[src/rtl/imem_uart_loader_if.sv]
// Byte-strobe input and instruction-RAM write / status bundle for imem_uart_loader.
interface imem_uart_loader_if;
    logic [7:0]  rx_data;
    logic        rx_valid;
    logic        wr_en;
    logic [30:0] wr_addr;
    logic [31:0] wr_data;
    logic        busy;
    logic        done;
    logic        err;
    logic        cpu_hold;

    modport master (
        input  rx_data, rx_valid,
        output wr_en, wr_addr, wr_data, busy, done, err, cpu_hold
    );

    modport slave (
        output rx_data, rx_valid,
        input  wr_en, wr_addr, wr_data, busy, done, err, cpu_hold
    );
endinterface

[src/rtl/imem_uart_loader.sv]
// Boot loader: packs UART bytes (A5, count lo/hi, little-endian words) into
// instruction-RAM writes and holds the CPU in reset until a full image has landed.
module imem_uart_loader #(
    parameter int MAX_WORDS      = 150,
    parameter int TIMEOUT_CYCLES = 1000000
) (
    input  logic               clk,
    input  logic               reset,
    imem_uart_loader_if.master bus
);
    // state  | meaning
    // idle   | waiting for magic byte, cpu held
    // cnt_lo | expecting word count low byte
    // cnt_hi | expecting word count high byte, range check
    // data   | assembling words and issuing writes
    // done   | image complete, cpu released
    // err    | load aborted, cpu held, waiting for magic byte
    localparam logic [2:0] st_idle   = 3'd0;
    localparam logic [2:0] st_cnt_lo = 3'd1;
    localparam logic [2:0] st_cnt_hi = 3'd2;
    localparam logic [2:0] st_data   = 3'd3;
    localparam logic [2:0] st_done   = 3'd4;
    localparam logic [2:0] st_err    = 3'd5;

    localparam int IW = $clog2(MAX_WORDS + 1);
    localparam int TW = (TIMEOUT_CYCLES > 1) ? $clog2(TIMEOUT_CYCLES) : 1;
    localparam logic [TW-1:0] idle_reload  = TW'(TIMEOUT_CYCLES - 1);
    localparam logic [15:0]   max_words_16 = 16'(MAX_WORDS);

    logic [2:0]    state;
    logic [15:0]   word_cnt;
    logic [IW-1:0] word_idx;
    logic [1:0]    byte_idx;
    logic [23:0]   asm_reg;
    logic [TW-1:0] idle_cnt;
    logic          last_pend;
    logic [15:0]   cnt_full;
    logic          is_magic;
    logic          timed_out;
    logic          last_word;

    assign cnt_full  = {bus.rx_data, word_cnt[7:0]};
    assign is_magic  = bus.rx_valid && (bus.rx_data == 8'hA5);
    assign timed_out = (idle_cnt == '0);
    assign last_word = (16'(word_idx) == (word_cnt - 16'd1));

    always_ff @(posedge clk or posedge reset) begin
        if (reset) begin
            state     <= st_idle;
            word_cnt  <= '0;
            word_idx  <= '0;
            byte_idx  <= '0;
            asm_reg   <= '0;
            idle_cnt  <= '0;
            last_pend <= 1'b0;
            bus.wr_en   <= 1'b0;
            bus.wr_addr <= '0;
            bus.wr_data <= '0;
        end else begin
            bus.wr_en <= 1'b0;
            case (state)
                st_cnt_lo: begin
                    if (bus.rx_valid) begin
                        word_cnt[7:0] <= bus.rx_data;
                        idle_cnt      <= idle_reload;
                        state         <= st_cnt_hi;
                    end else if (timed_out) begin
                        state <= st_err;
                    end else begin
                        idle_cnt <= idle_cnt - 1'b1;
                    end
                end
                st_cnt_hi: begin
                    if (bus.rx_valid) begin
                        word_cnt[15:8] <= bus.rx_data;
                        idle_cnt       <= idle_reload;
                        word_idx       <= '0;
                        byte_idx       <= '0;
                        last_pend      <= 1'b0;
                        if (cnt_full == 16'd0)
                            state <= st_done;
                        else if (cnt_full > max_words_16)
                            state <= st_err;
                        else
                            state <= st_data;
                    end else if (timed_out) begin
                        state <= st_err;
                    end else begin
                        idle_cnt <= idle_cnt - 1'b1;
                    end
                end
                st_data: begin
                    // Final write is on the bus this cycle; release only once it is out.
                    if (last_pend) begin
                        state <= st_done;
                    end else if (bus.rx_valid) begin
                        idle_cnt <= idle_reload;
                        if (byte_idx == 2'd3) begin
                            bus.wr_en   <= 1'b1;
                            bus.wr_addr <= 31'(word_idx) << 2;
                            bus.wr_data <= {bus.rx_data, asm_reg};
                            byte_idx    <= '0;
                            word_idx    <= word_idx + 1'b1;
                            last_pend   <= last_word;
                        end else begin
                            asm_reg  <= {bus.rx_data, asm_reg[23:8]};
                            byte_idx <= byte_idx + 1'b1;
                        end
                    end else if (timed_out) begin
                        state <= st_err;
                    end else begin
                        idle_cnt <= idle_cnt - 1'b1;
                    end
                end
                default: begin
                    if (is_magic) begin
                        idle_cnt <= idle_reload;
                        state    <= st_cnt_lo;
                    end
                end
            endcase
        end
    end

    assign bus.busy     = (state == st_cnt_lo) || (state == st_cnt_hi) || (state == st_data);
    assign bus.done     = (state == st_done);
    assign bus.err      = (state == st_err);
    assign bus.cpu_hold = (state != st_done);
endmodule

[src/flat_wrapper.sv]
// flat-port wrapper written by rule: the top's interface ports become plain ports
module imem_uart_loader_flat 
#(
    parameter int MAX_WORDS      = 150,
    parameter int TIMEOUT_CYCLES = 1000000
)
  (clk, reset, bus_rx_data, bus_rx_valid, bus_wr_en, bus_wr_addr, bus_wr_data, bus_busy, bus_done, bus_err, bus_cpu_hold);
  imem_uart_loader_if bus_i ();
  input  logic clk;
  input  logic reset;
  input wire logic [$bits(bus_i.rx_data)-1:0] bus_rx_data;
  input wire logic [$bits(bus_i.rx_valid)-1:0] bus_rx_valid;
  output wire logic [$bits(bus_i.wr_en)-1:0] bus_wr_en;
  output wire logic [$bits(bus_i.wr_addr)-1:0] bus_wr_addr;
  output wire logic [$bits(bus_i.wr_data)-1:0] bus_wr_data;
  output wire logic [$bits(bus_i.busy)-1:0] bus_busy;
  output wire logic [$bits(bus_i.done)-1:0] bus_done;
  output wire logic [$bits(bus_i.err)-1:0] bus_err;
  output wire logic [$bits(bus_i.cpu_hold)-1:0] bus_cpu_hold;
  assign bus_i.rx_data = bus_rx_data;
  assign bus_i.rx_valid = bus_rx_valid;
  assign bus_wr_en = bus_i.wr_en;
  assign bus_wr_addr = bus_i.wr_addr;
  assign bus_wr_data = bus_i.wr_data;
  assign bus_busy = bus_i.busy;
  assign bus_done = bus_i.done;
  assign bus_err = bus_i.err;
  assign bus_cpu_hold = bus_i.cpu_hold;
  imem_uart_loader #(.MAX_WORDS(MAX_WORDS), .TIMEOUT_CYCLES(TIMEOUT_CYCLES)) u_core (.clk(clk), .reset(reset), .bus(bus_i));
endmodule
[config.mk]
export PLATFORM = sky130hd
export DESIGN_NAME = imem_uart_loader_flat
export DESIGN_NICKNAME = d
export VERILOG_FILES = /design/src/rtl/imem_uart_loader_if.sv /design/src/rtl/imem_uart_loader.sv /design/src/flat_wrapper.sv
export SDC_FILE = /design/constraint.sdc
export NUM_CORES = 1
export LEC_CHECK = 0
export CAP_MARGIN = 20
export CORE_UTILIZATION = 50
export DETAILED_ROUTE_END_ITERATION = 12
export GPL_ROUTABILITY_DRIVEN = 0
export PLACE_DENSITY_LB_ADDON = 0.2
export SKIP_CTS_REPAIR_TIMING = 1
export SLEW_MARGIN = 20
export SYNTH_ARGS = -nofsm -noshare
export SYNTH_HDL_FRONTEND = slang
export SYNTH_SLANG_ARGS = --single-unit
[constraint.sdc]
create_clock -name clk -period 8.05 [get_ports clk]
set_clock_uncertainty 0.05 [all_clocks]
set_input_delay 1.61 -clock clk [delete_from_list [all_inputs] [get_ports clk]]
set_output_delay 1.61 -clock clk [all_outputs]
set_load 0.005 [all_outputs]
# After elaboration in Yosys (flattened, before gate mapping)
# Index checks and enable logic that the tools add are counted.
classes:
  addsub: 4
  n_lt_le_gt_ge: 1
  n_eq_ne: 14
  n_mux: 33
  n_bitwise: 2
  n_reduce_logical: 18
op_table:
  columns: ["operator", "n"]
  rows:
  - ["2-to-1 mux 20 bit", 4]
  - ["one-hot mux 20 bit (2 select lines)", 1]
  - ["2-to-1 mux 8 bit", 4]
  - ["2-to-1 mux 3 bit", 8]
  - ["zero test 20 bit", 1]
  - ["subtractor 20 x 1 -> 20 bit (second input constant)", 1]
  - ["== test 8 x 16 -> 1 bit", 1]
  - ["> comparator 16 x 8 -> 1 bit (second input constant)", 1]
  - ["zero test 16 bit", 1]
  - ["one-hot mux 8 bit (2 select lines)", 1]
  - ["subtractor 16 x 1 -> 16 bit (second input constant)", 1]
  - ["AND reduction 4 bit", 3]
  - ["AND reduction 2 bit", 5]
  - ["one-hot mux 3 bit (3 select lines)", 1]
  - ["adder 8 x 1 -> 8 bit (second input constant)", 1]
  - ["== test 8 bit (second input constant)", 1]
  - ["2-to-1 mux 1 bit", 8]
  - ["2-to-1 mux 2 bit", 4]
  - ["== test 3 x 2 -> 1 bit (second input constant)", 2]
  - ["== test 3 bit (second input constant)", 2]
  - ["!= test 2 bit (second input constant)", 3]
  - ["AND reduction 5 bit", 1]
  - ["one-hot mux 2 bit (2 select lines)", 1]
  - ["nonzero test 4 bit", 1]
  - ["other kinds (13)", 15]
totals:
  reg_bits: 115
  output_inout_bits: 68

# Logic depth before layout (Yosys ltp)
# Gate-level depths: netlist (run 1).
logic_depth:
  ltp_word: 6
  ltp_mapped: 9
  depth_no_buf: 7

# Worst setup path before layout (run 1)
# OpenSTA, ideal clock, no wires.
synth_timing:
  path_kind: "in2reg"
  from: "in bus_rx_data[1]"
  to: "reg u_core.idle_cnt[11]"
  setup_ps: 121
  arrival_time_ps: 3071
  required_ps: 7879
  path_slack_ps: 4808
  cell_stages: 5
  path_cell_list: "or4_1 > o21ai_0 > clkbuf_1 > nand3_1 > a22o_1"
synth_via:
  elab_chain_len: 4
synth_lines:
  columns: ["item", "line", "text"]
  rows:
  - ["start, declared", "flat_wrapper.sv:11", "input wire logic [$bits(bus_i.rx_data)-1:0] bus_rx_data;"]
  - ["== test 8 bit", "imem_uart_loader.sv:43", "assign is_magic = bus.rx_valid && (bus.rx_data == 8'hA5);"]
  - ["logical AND 1 bit", "imem_uart_loader.sv:43", null]
  - ["nonzero test 3 bit (no line)", null, null]
  - ["AND reduction 2 bit (no line)", null, null]
  - ["end signal, assigned", "imem_uart_loader.sv:65", "idle_cnt <= idle_reload;"]
  - ["end signal, assigned", "imem_uart_loader.sv:70", "idle_cnt <= idle_cnt - 1'b1;"]
  - ["end signal, assigned", "imem_uart_loader.sv:76", "idle_cnt <= idle_reload;"]
  - ["end, declared", "imem_uart_loader.sv:35", "logic [TW-1:0] idle_cnt;"]
# No other way between the ends.
# A chain may end at the register's enable or synchronous reset.

# Final worst setup path (run 1)
layout_timing:
  from: "in bus_rx_valid"
  to: "reg u_core.bus.wr_data[13]"
layout_via:
  elab_chain_len: 1
layout_lines:
  columns: ["item", "line", "text"]
  rows:
  - ["start, declared", "flat_wrapper.sv:12", "input wire logic [$bits(bus_i.rx_valid)-1:0] bus_rx_valid;"]
  - ["AND reduction 4 bit (no line)", null, null]
  - ["end signal, assigned", "imem_uart_loader.sv:101", "bus.wr_data <= {bus.rx_data, asm_reg};"]
  - ["end, declared", "imem_uart_loader_if.sv:15", "output wr_en, wr_addr, wr_data, busy, done, err, cpu_hold"]
# No other way between the ends.

==> results of run 1 <==
## logic make-up after synthesis
| group | count (synthesis) | synth area share, % |
|---|---|---|
| buf+inv | 62 | 5.94 |
| simple gates | 134 | 13.5 |
| flops | 115 | 50.8 |
| compound gates | 82 | 10.2 |
| mux | 79 | 15.7 |
| other cells | 1 | 0.0662 |
| xor+xnor | 16 | 2.47 |
| fa+ha+maj | 6 | 1.32 |
## routing by layer
metal	global-route usage, %	routed length, um	share of wire [%]
met1	28.8	5340	45
met2	35.9	5770	49
met3	5.73	501	4.3
met4	8.88	150	1.3
met5	0	0	0
## cell usage in the layout, fill, tap and decap left out, types with 3 or more instances in the layout
cell	n
dfrtp_1	115
mux2_2	78
clkdlybuf4s50_1	55
o21ai_0	27
conb_1	23
nor2_1	19
nand3_1	17
clkbuf_16	17
nand2_1	13
nor3_1	13
inv_1	11
or3_1	10
a31oi_1	10
and3_1	9
xnor2_1	8
xor2_1	8
nor4_1	8
or4_1	7
nand4_1	7
ha_1	6
a21oi_1	5
a211o_1	5
a22o_1	5
or2_2	4
nor2b_1	4
o211ai_1	4
a211oi_1	4
a2bb2oi_1	4
clkinv_4	4
buf_4	4
o41ai_1	3
and3b_1	3
o31ai_1	3
and2_1	3
inv_6	3
clkinvlp_4	3
bufinv_16	3
## final cells by class
type                       instances  area (um^2)
inverter                          12         47.5
clock buffer                      19          443
sequential                       115         2880
timing repair buffer              59          581
tap                              140          175
multi-input combinational        340         2550
fill                             877         4090
clock inverter                    13          174
## through the flow
step                      worst slack [ns]  total power, mW  std cells
after floorplan                       3.35             1.18        517
after global placement                3.68             1.30        666
after detailed placement              3.56             1.32        666
after CTS                             3.97             2.10        698
after global routing                  3.77             2.21        698
final                                 3.99             2.09        698
## power by group through the flow
stage | clock network, mW | logic (mW) | registers, mW
detailed placement | 0 | 0.443 | 0.878
global placement | 0 | 0.428 | 0.869
finish | 0.768 | 0.449 | 0.873
global route | 0.806 | 0.505 | 0.896
CTS | 0.781 | 0.450 | 0.871
floorplan | 0 | 0.365 | 0.815
## how the worst max path moves through the flow
| stage | startpoint | to | slack (ns) | depth (start not counted) |
|---|---|---|---|---|
| floorplan | reset | u_core.asm_reg[0]$_DFFE_PP0P_ | 3.35 | 1 |
| global placement | bus_rx_valid | u_core.bus.wr_data[18]$_DFFE_PP0P_ | 3.68 | 5 |
| detailed placement | bus_rx_valid | u_core.bus.wr_data[13]$_DFFE_PP0P_ | 3.56 | 5 |
| CTS | bus_rx_valid | u_core.bus.wr_data[13]$_DFFE_PP0P_ | 3.97 | 5 |
| global route | bus_rx_valid | u_core.bus.wr_data[14]$_DFFE_PP0P_ | 3.77 | 5 |
| finish | bus_rx_valid | u_core.bus.wr_data[13]$_DFFE_PP0P_ | 3.99 | 5 |
==> results_dict.tcl, run 1 <==
set metrics [dict create \
    grt_pass1_wl_mm 20.0 \
    synth_top_area_share_pct 50.8 \
    root_buffer "clkbuf_16" \
    slowest_delay_ns 0.79 \
    synth.area.top_cells "dfrtp_1 51%, mux2_2 16%, buf_4 3.0%" \
    synth_ff_type "dfrtp_1" \
    hold-path-cell-count 1 \
    synth.most_common_cell "dfrtp_1" \
    maxCapViolations 0 \
    power.switching_mw 0.643 \
    worst_hold_slack_ns 0.430 \
    fin_util_pct 62.6 \
    hpwl_mm 7.90 \
    htree_levels 4 \
    viasPerCell 5.72 \
    clk_pin_slew_ns 0.06 \
    synth.avg_cell_area_um2 11.4 \
    ant_nets 0 \
    yosysWarnings 0 \
    timing.final.crit_share_pct 50.5 \
    worstHoldStart "u_core.idle_cnt[9]$_DFFE_PP0P_" \
    r2r_cells 5 \
    tns_ns 0 \
    wire_per_inst_um 16.9 \
    vdd_ir_drop_max_uv 153 \
    arrival_ns 4.30 \
    crit_chain "clkdlybuf4s50_1, nand3b_1, nor3_2, buf_4, mux2_2" \
    end_kind "flip-flop" \
    path_buf_inv 2 \
    antenna_found_initial 0 \
    ys_seq_elements 115 \
    max_freq_mhz 246 \
    start_util_pct 51.8 \
    cts_sinks 115 \
    diodes 0 \
    mappedNetlistArea_um2 5670 \
    crit_path_top_delay_cell "clkdlybuf4s50_1" \
    first_global_vias 4035 \
    cts_tree "done" \
    cp_max_fo 34 \
    area_growth_pct 20.8 \
    grt_max_degree 72 \
    drt_pass1_iterations 4 \
    die_x_um 108 \
    required_ns 8.29 \
    synth-edff-count 0 \
    num_rows 38 \
    vias 3992 \
    hold_viol 0 \
    cts_buffers 17 \
    layout.nets 562 \
    fin_area_um2 6850 \
    share_comb_of_total_power_pct 21.5 \
    reg2reg_slack_ns 5.12 \
    synth_largest_area_cell "dfrtp_1" \
    internal-power_mw 1.45 \
    wirelength_mm 11.8 \
    placed_area_um2 6230 \
    ios 79 \
    clk-insertion-delay-late_ns 0.40 \
    sw_frac_of_total_pct 30.8 \
    path_class "primary input to flip-flop" \
    synthCells 495 \
    drv_slew 0 \
    p_seq_share_pct 41.8 \
    overflow 0 \
    synth.yosys.seq_area_share_pct 50.8 \
    io_buffer_count 55 \
    clock_tree.buffer_depth 2 \
    fp.dieH_um 108 \
    cp-start-kind "primary input" \
    track_usage_pct 22.3 \
    layout-drive-gt1-share_pct 22.8 \
    max_slew_margin_pct 42.9 \
    finalCriticalPeriod_ns 4.06 \
    reg2reg_to "u_core.idle_cnt[16]$_DFFE_PP0P_" \
    drcViolationCount 0 \
    yosys.cell_types.count 58 \
    hold_path.class "flip-flop to flip-flop" \
    reg2reg_from "u_core.idle_cnt[10]$_DFFE_PP0P_" \
    rsz0062_at_grt "no" \
    core_um2 10900 \
    status "completed" \
    synthTopCellsByCount "115 x dfrtp_1, 78 x mux2_2, 27 x o21ai_0, 23 x buf_4, 21 x clkbuf_1" \
    async_flop_share_pct 100 \
    die-area_um2 11800 \
    cp_top_family "buffers and inverters" \
    finalSetupViolCount 0 \
    p_leak_nw 3.09 \
    worst_pin_slew_ns 0.856 \
    p_per_area_nw_per_um2 305 \
    pwr-share-clk_pct 36.7 \
    drtIter0Drc 199 \
    holdPathEnd "u_core.idle_cnt[9]$_DFFE_PP0P_" \
    largest_reg_flops 32 \
]
(Power assumes the default switching activity.)
==> inputs of run 2 (changes only) <==
==> constraint.sdc (replaced) <==
create_clock -name clk -period 3.7 [get_ports clk]
set_clock_uncertainty 0.05 [all_clocks]
set_input_delay 0.74 -clock clk [delete_from_list [all_inputs] [get_ports clk]]
set_output_delay 0.74 -clock clk [all_outputs]
set_load 0.005 [all_outputs]
==> results_dict.tcl, run 2 (same netlist as run 1, synthesis figures left out) <==
set metrics [dict create \
    status "completed" \
    clk_pin_slew_ns 0.05 \
    wirelength_mm 12.4 \
    cp-start-kind "flip-flop" \
    power.switching_mw 1.46 \
    cts_buffers 17 \
    fp.dieH_um 108 \
    layout-drive-gt1-share_pct 23.1 \
    mostFrequentLayoutCells "115 x dfrtp_1, 78 x mux2_2, 55 x clkdlybuf4s50_1" \
    hold-path-cell-count 1 \
    cp_max_fo 12 \
    startpoint "u_core.idle_cnt[10]$_DFFE_PP0P_" \
    p_per_area_nw_per_um2 654 \
    drtIter0Drc 178 \
    layout.nets 567 \
    internal-power_mw 3.02 \
    arrival_ns 3.18 \
    maxCapViolations 0 \
    drv_slew 0 \
    nFillCells 890 \
    io_buffer_count 55 \
    diodes 0 \
    cts_sinks 115 \
    overflow 0 \
    sw_frac_of_total_pct 32.5 \
    hold_viol 0 \
    mostFrequentLayoutCell "dfrtp_1" \
    p_seq_share_pct 42.9 \
    grtUsageMet3_pct 5.73 \
    hold_path.class "flip-flop to flip-flop" \
    root_buffer "clkbuf_16" \
    clock_tree.buffer_depth 2 \
    num_rows 38 \
    ant_nets 0 \
    rsz0062_at_grt "no" \
    core_um2 10900 \
    die-area_um2 11800 \
    grt_pass1_wl_mm 20.7 \
    first_global_vias 4139 \
    required_ns 3.94 \
    end_kind "flip-flop" \
    power.total_mw 4.48 \
    viasPerCell 5.84 \
    grt_max_degree 86 \
    largest_reg_flops 32 \
    reg2reg_slack_ns 0.76 \
    reg2reg_from "u_core.idle_cnt[10]$_DFFE_PP0P_" \
    hpwl_mm 8.23 \
    die_x_um 108 \
    pwr-share-clk_pct 34.9 \
    path_class "flip-flop to flip-flop" \
    r2r_cells 5 \
    share_comb_of_total_power_pct 22.2 \
    drt_pass1_iterations 5 \
    max_freq_mhz 340 \
    start_util_pct 51.8 \
    cts_tree "done" \
    clk-insertion-delay-late_ns 0.41 \
    p_leak_nw 3.09 \
    finalCriticalPeriod_ns 2.94 \
    wire_per_inst_um 17.7 \
    top_usage_layer "met2" \
    met1_usage_pct 28.9 \
    vdd_ir_drop_max_uv 378 \
    htree_levels 4 \
    area_growth_pct 20.8 \
    vias 4106 \
    ios 79 \
    antenna_found_initial 0 \
    worst_pin_slew_ns 0.720 \
    drcViolationCount 0 \
    use_met2_pct 38.7 \
    timing.final.crit_share_pct 79.5 \
    tns_ns 0 \
    max_slew_margin_pct 51.9 \
    track_usage_pct 23.2 \
    finalSetupViolCount 0 \
    worstHoldStart "u_core.idle_cnt[9]$_DFFE_PP0P_" \
]
==> run 2: path summary, 6_finish.rpt <==
kind,endpoint
max in group asynchronous,u_core.bus.wr_data[28]$_DFFE_PP0P_
worst max register to register,u_core.idle_cnt[16]$_DFFE_PP0P_
worst max-delay path,u_core.idle_cnt[16]$_DFFE_PP0P_
min in group asynchronous,u_core.asm_reg[9]$_DFFE_PP0P_
worst min-delay path,u_core.idle_cnt[9]$_DFFE_PP0P_
worst min register to register,u_core.idle_cnt[9]$_DFFE_PP0P_
==> run 2: critical path, stage by stage (launching register included) <==
cell     delay (ns)
dfrtp_1        0.46
or4_4          0.58
or4_1          0.58
o41a_1         0.57
and2_1         0.34
a22o_1         0.24
==> run 2: cell type report <==
class	instances	area (um^2)	share of cell area, %
clock buffers	19	443	6.47
clock inverters	13	126	1.85
inverters	12	48.8	0.713
multi-input cells	340	2550	37.2
flip-flops and latches	115	2880	42.0
well taps	140	175	2.56
repair buffers	64	631	9.21
==> run 2: power by group through the flow <==
stage          logic [mW]  clock network [mW]  registers, mW
2_1_floorplan       0.795                   0           1.77
3_3_place_gp        0.947                   0           1.91
3_5_place_dp        0.978                   0           1.92
4_1_cts             0.994                1.59           1.91
5_1_grt              1.11                1.65           1.97
6_report            0.994                1.56           1.92
==> run 2: per-stage QoR <==
step	hold slack (ns)	std cells	util [%]	area, um^2	setup WS [ns]
floorplan	0.392	517	-	5750	1.15
global placement	0.424	671	57.4	6280	0.526
detailed placement	0.416	671	57.4	6280	0.421
CTS	0.426	703	62.6	6850	0.770
global route	0.464	703	62.6	6850	0.648
finish	0.427	703	62.6	6850	0.759
==> run 2: per-layer routing <==
| metal | routed length, um | vias up |
|---|---|---|
| li1 | - | 1887 |
| met1 | 5330 | 2096 |
| met2 | 6370 | 113 |
| met3 | 610 | 10 |
| met4 | 125 | 0 |
| met5 | 0 | - |
==> inputs of run 3 (changes only) <==
==> constraint.sdc (replaced) <==
create_clock -name clk -period 2.5 [get_ports clk]
set_clock_uncertainty 0.05 [all_clocks]
set_input_delay 0.5 -clock clk [delete_from_list [all_inputs] [get_ports clk]]
set_output_delay 0.5 -clock clk [all_outputs]
set_load 0.005 [all_outputs]
==> results_dict.tcl, run 3 (same netlist as run 1, synthesis figures left out) <==
set metrics [dict create \
    path_buf_inv 0 \
    clk-insertion-delay-late_ns 0.41 \
    max_slew_margin_pct 59.2 \
    hpwl_mm 8.58 \
    maxCapViolations 0 \
    mostFrequentLayoutCell "dfrtp_1" \
    clock_tree.buffer_depth 2 \
    internal-power_mw 4.49 \
    crit_path_top_delay_cell "or4_4" \
    drcViolationCount 0 \
    reg2reg_from "u_core.idle_cnt[10]$_DFFE_PP0P_" \
    cts_tree "done" \
    hold_viol 0 \
    end_kind "flip-flop" \
    sw_frac_of_total_pct 31.8 \
    p_seq_share_pct 42.0 \
    vias 4187 \
    mostFrequentLayoutCells "115 x dfrtp_1, 78 x mux2_2, 55 x clkdlybuf4s50_1" \
    diodes 0 \
    tns_ns 0 \
    finalSetupViolCount 0 \
    hold_path.class "flip-flop to flip-flop" \
    die_x_um 108 \
    drt_pass1_iterations 4 \
    largest_reg_flops 32 \
    fp.dieH_um 108 \
    wirelength_mm 12.5 \
    timing.final.crit_share_pct 99.6 \
    pwr-share-clk_pct 32.7 \
    status "completed" \
    first_global_vias 4293 \
    root_buffer "clkbuf_16" \
    finalCriticalPeriod_ns 2.49 \
    nFillCells 890 \
    viasPerCell 5.71 \
    cp-start-kind "flip-flop" \
    drv_slew 0 \
    max_freq_mhz 402 \
    share_comb_of_total_power_pct 25.3 \
    num_rows 38 \
    path_class "flip-flop to flip-flop" \
    slowest_delay_ns 0.54 \
    start_util_pct 51.8 \
    wire_per_inst_um 17.1 \
    overflow 0 \
    htree_levels 4 \
    required_ns 2.74 \
    layout.nets 599 \
    power.switching_mw 2.09 \
    crit_top_cell "or4_4" \
    cts_buffers 17 \
    grt_pass1_wl_mm 21.3 \
    antenna_found_initial 0 \
    ant_nets 0 \
    power.total_mw 6.58 \
    cp_max_fo 6 \
    fin_ws_ns 0.00949 \
    core_um2 10900 \
    p_per_area_nw_per_um2 928 \
    area_growth_pct 25.1 \
    grt_max_degree 116 \
    arrival_ns 2.73 \
    dpl_worst_slack_ns -0.250 \
    vdd_ir_drop_max_uv 505 \
    cp_top_family "simple AND/OR/NAND/NOR gates" \
    dp.cells 701 \
    final_cells 733 \
    ios 79 \
    worst_pin_slew_ns 0.607 \
    worstHoldStart "u_core.idle_cnt[9]$_DFFE_PP0P_" \
    track_usage_pct 23.9 \
    cts_sinks 115 \
    startpoint "u_core.idle_cnt[10]$_DFFE_PP0P_" \
    io_buffer_count 55 \
    layout-drive-gt1-share_pct 27.8 \
    crit_chain "or4_4, or4_4, o41a_1, and2_2, a22o_1" \
    die-area_um2 11800 \
    p_leak_nw 3.24 \
    drtIter0Drc 245 \
    clk_pin_slew_ns 0.05 \
    worst_hold_slack_ns 0.445 \
]
-- run 3: worst paths after layout --
kind                            slack (ns)                              end  cells past startpoint
worst min register to register        0.44   u_core.idle_cnt[9]$_DFFE_PP0P_                      1
min in group asynchronous             0.57    u_core.asm_reg[1]$_DFFE_PP0P_                      3
worst max-delay path                 0.009  u_core.idle_cnt[16]$_DFFE_PP0P_                      5
worst min-delay path                  0.44   u_core.idle_cnt[9]$_DFFE_PP0P_                      1
worst max register to register       0.009  u_core.idle_cnt[16]$_DFFE_PP0P_                      5
max in group asynchronous             1.37   u_core.word_idx[3]$_DFFE_PP0P_                      3
-- run 3: metal layers --
metal	wire (um)	share of wire, %	vias up	global-route usage [%]
met5	0	0	-	0
met4	201	1.6	0	9.94
met3	591	4.7	19	5.00
met2	6330	51	124	39.4
met1	5400	43	2087	30.6
li1	-	-	1957	-
-- run 3: cell type report --
cell class                      count  area (um^2)  share of cell area [%]
Inverter                           12         48.8                   0.688
Sequential cell                   115         2880                    40.6
Clock buffer                       21          470                    6.63
Tap cell                          140          175                    2.47
Clock inverter                      9         58.8                   0.829
Multi-Input combinational cell    340         2560                    36.2
Timing Repair Buffer               96          896                    12.6
-- run 3: stage by stage --
step | util (%) | instance area [um^2]
3_3_place_gp | 59.7 | 6530
3_5_place_dp | 59.7 | 6530
6_report | 64.9 | 7090
4_1_cts | 64.5 | 7060
2_1_floorplan | - | 5760
5_1_grt | 64.9 | 7090
-- run 3: power by group through the flow --
stage	combinational, mW	clock (mW)	sequential [mW]
after CTS	1.67	2.18	2.75
after global placement	1.59	0	2.75
after detailed placement	1.65	0	2.77
after global routing	1.86	2.26	2.84
after floorplan	1.18	0	2.62
final	1.66	2.15	2.77
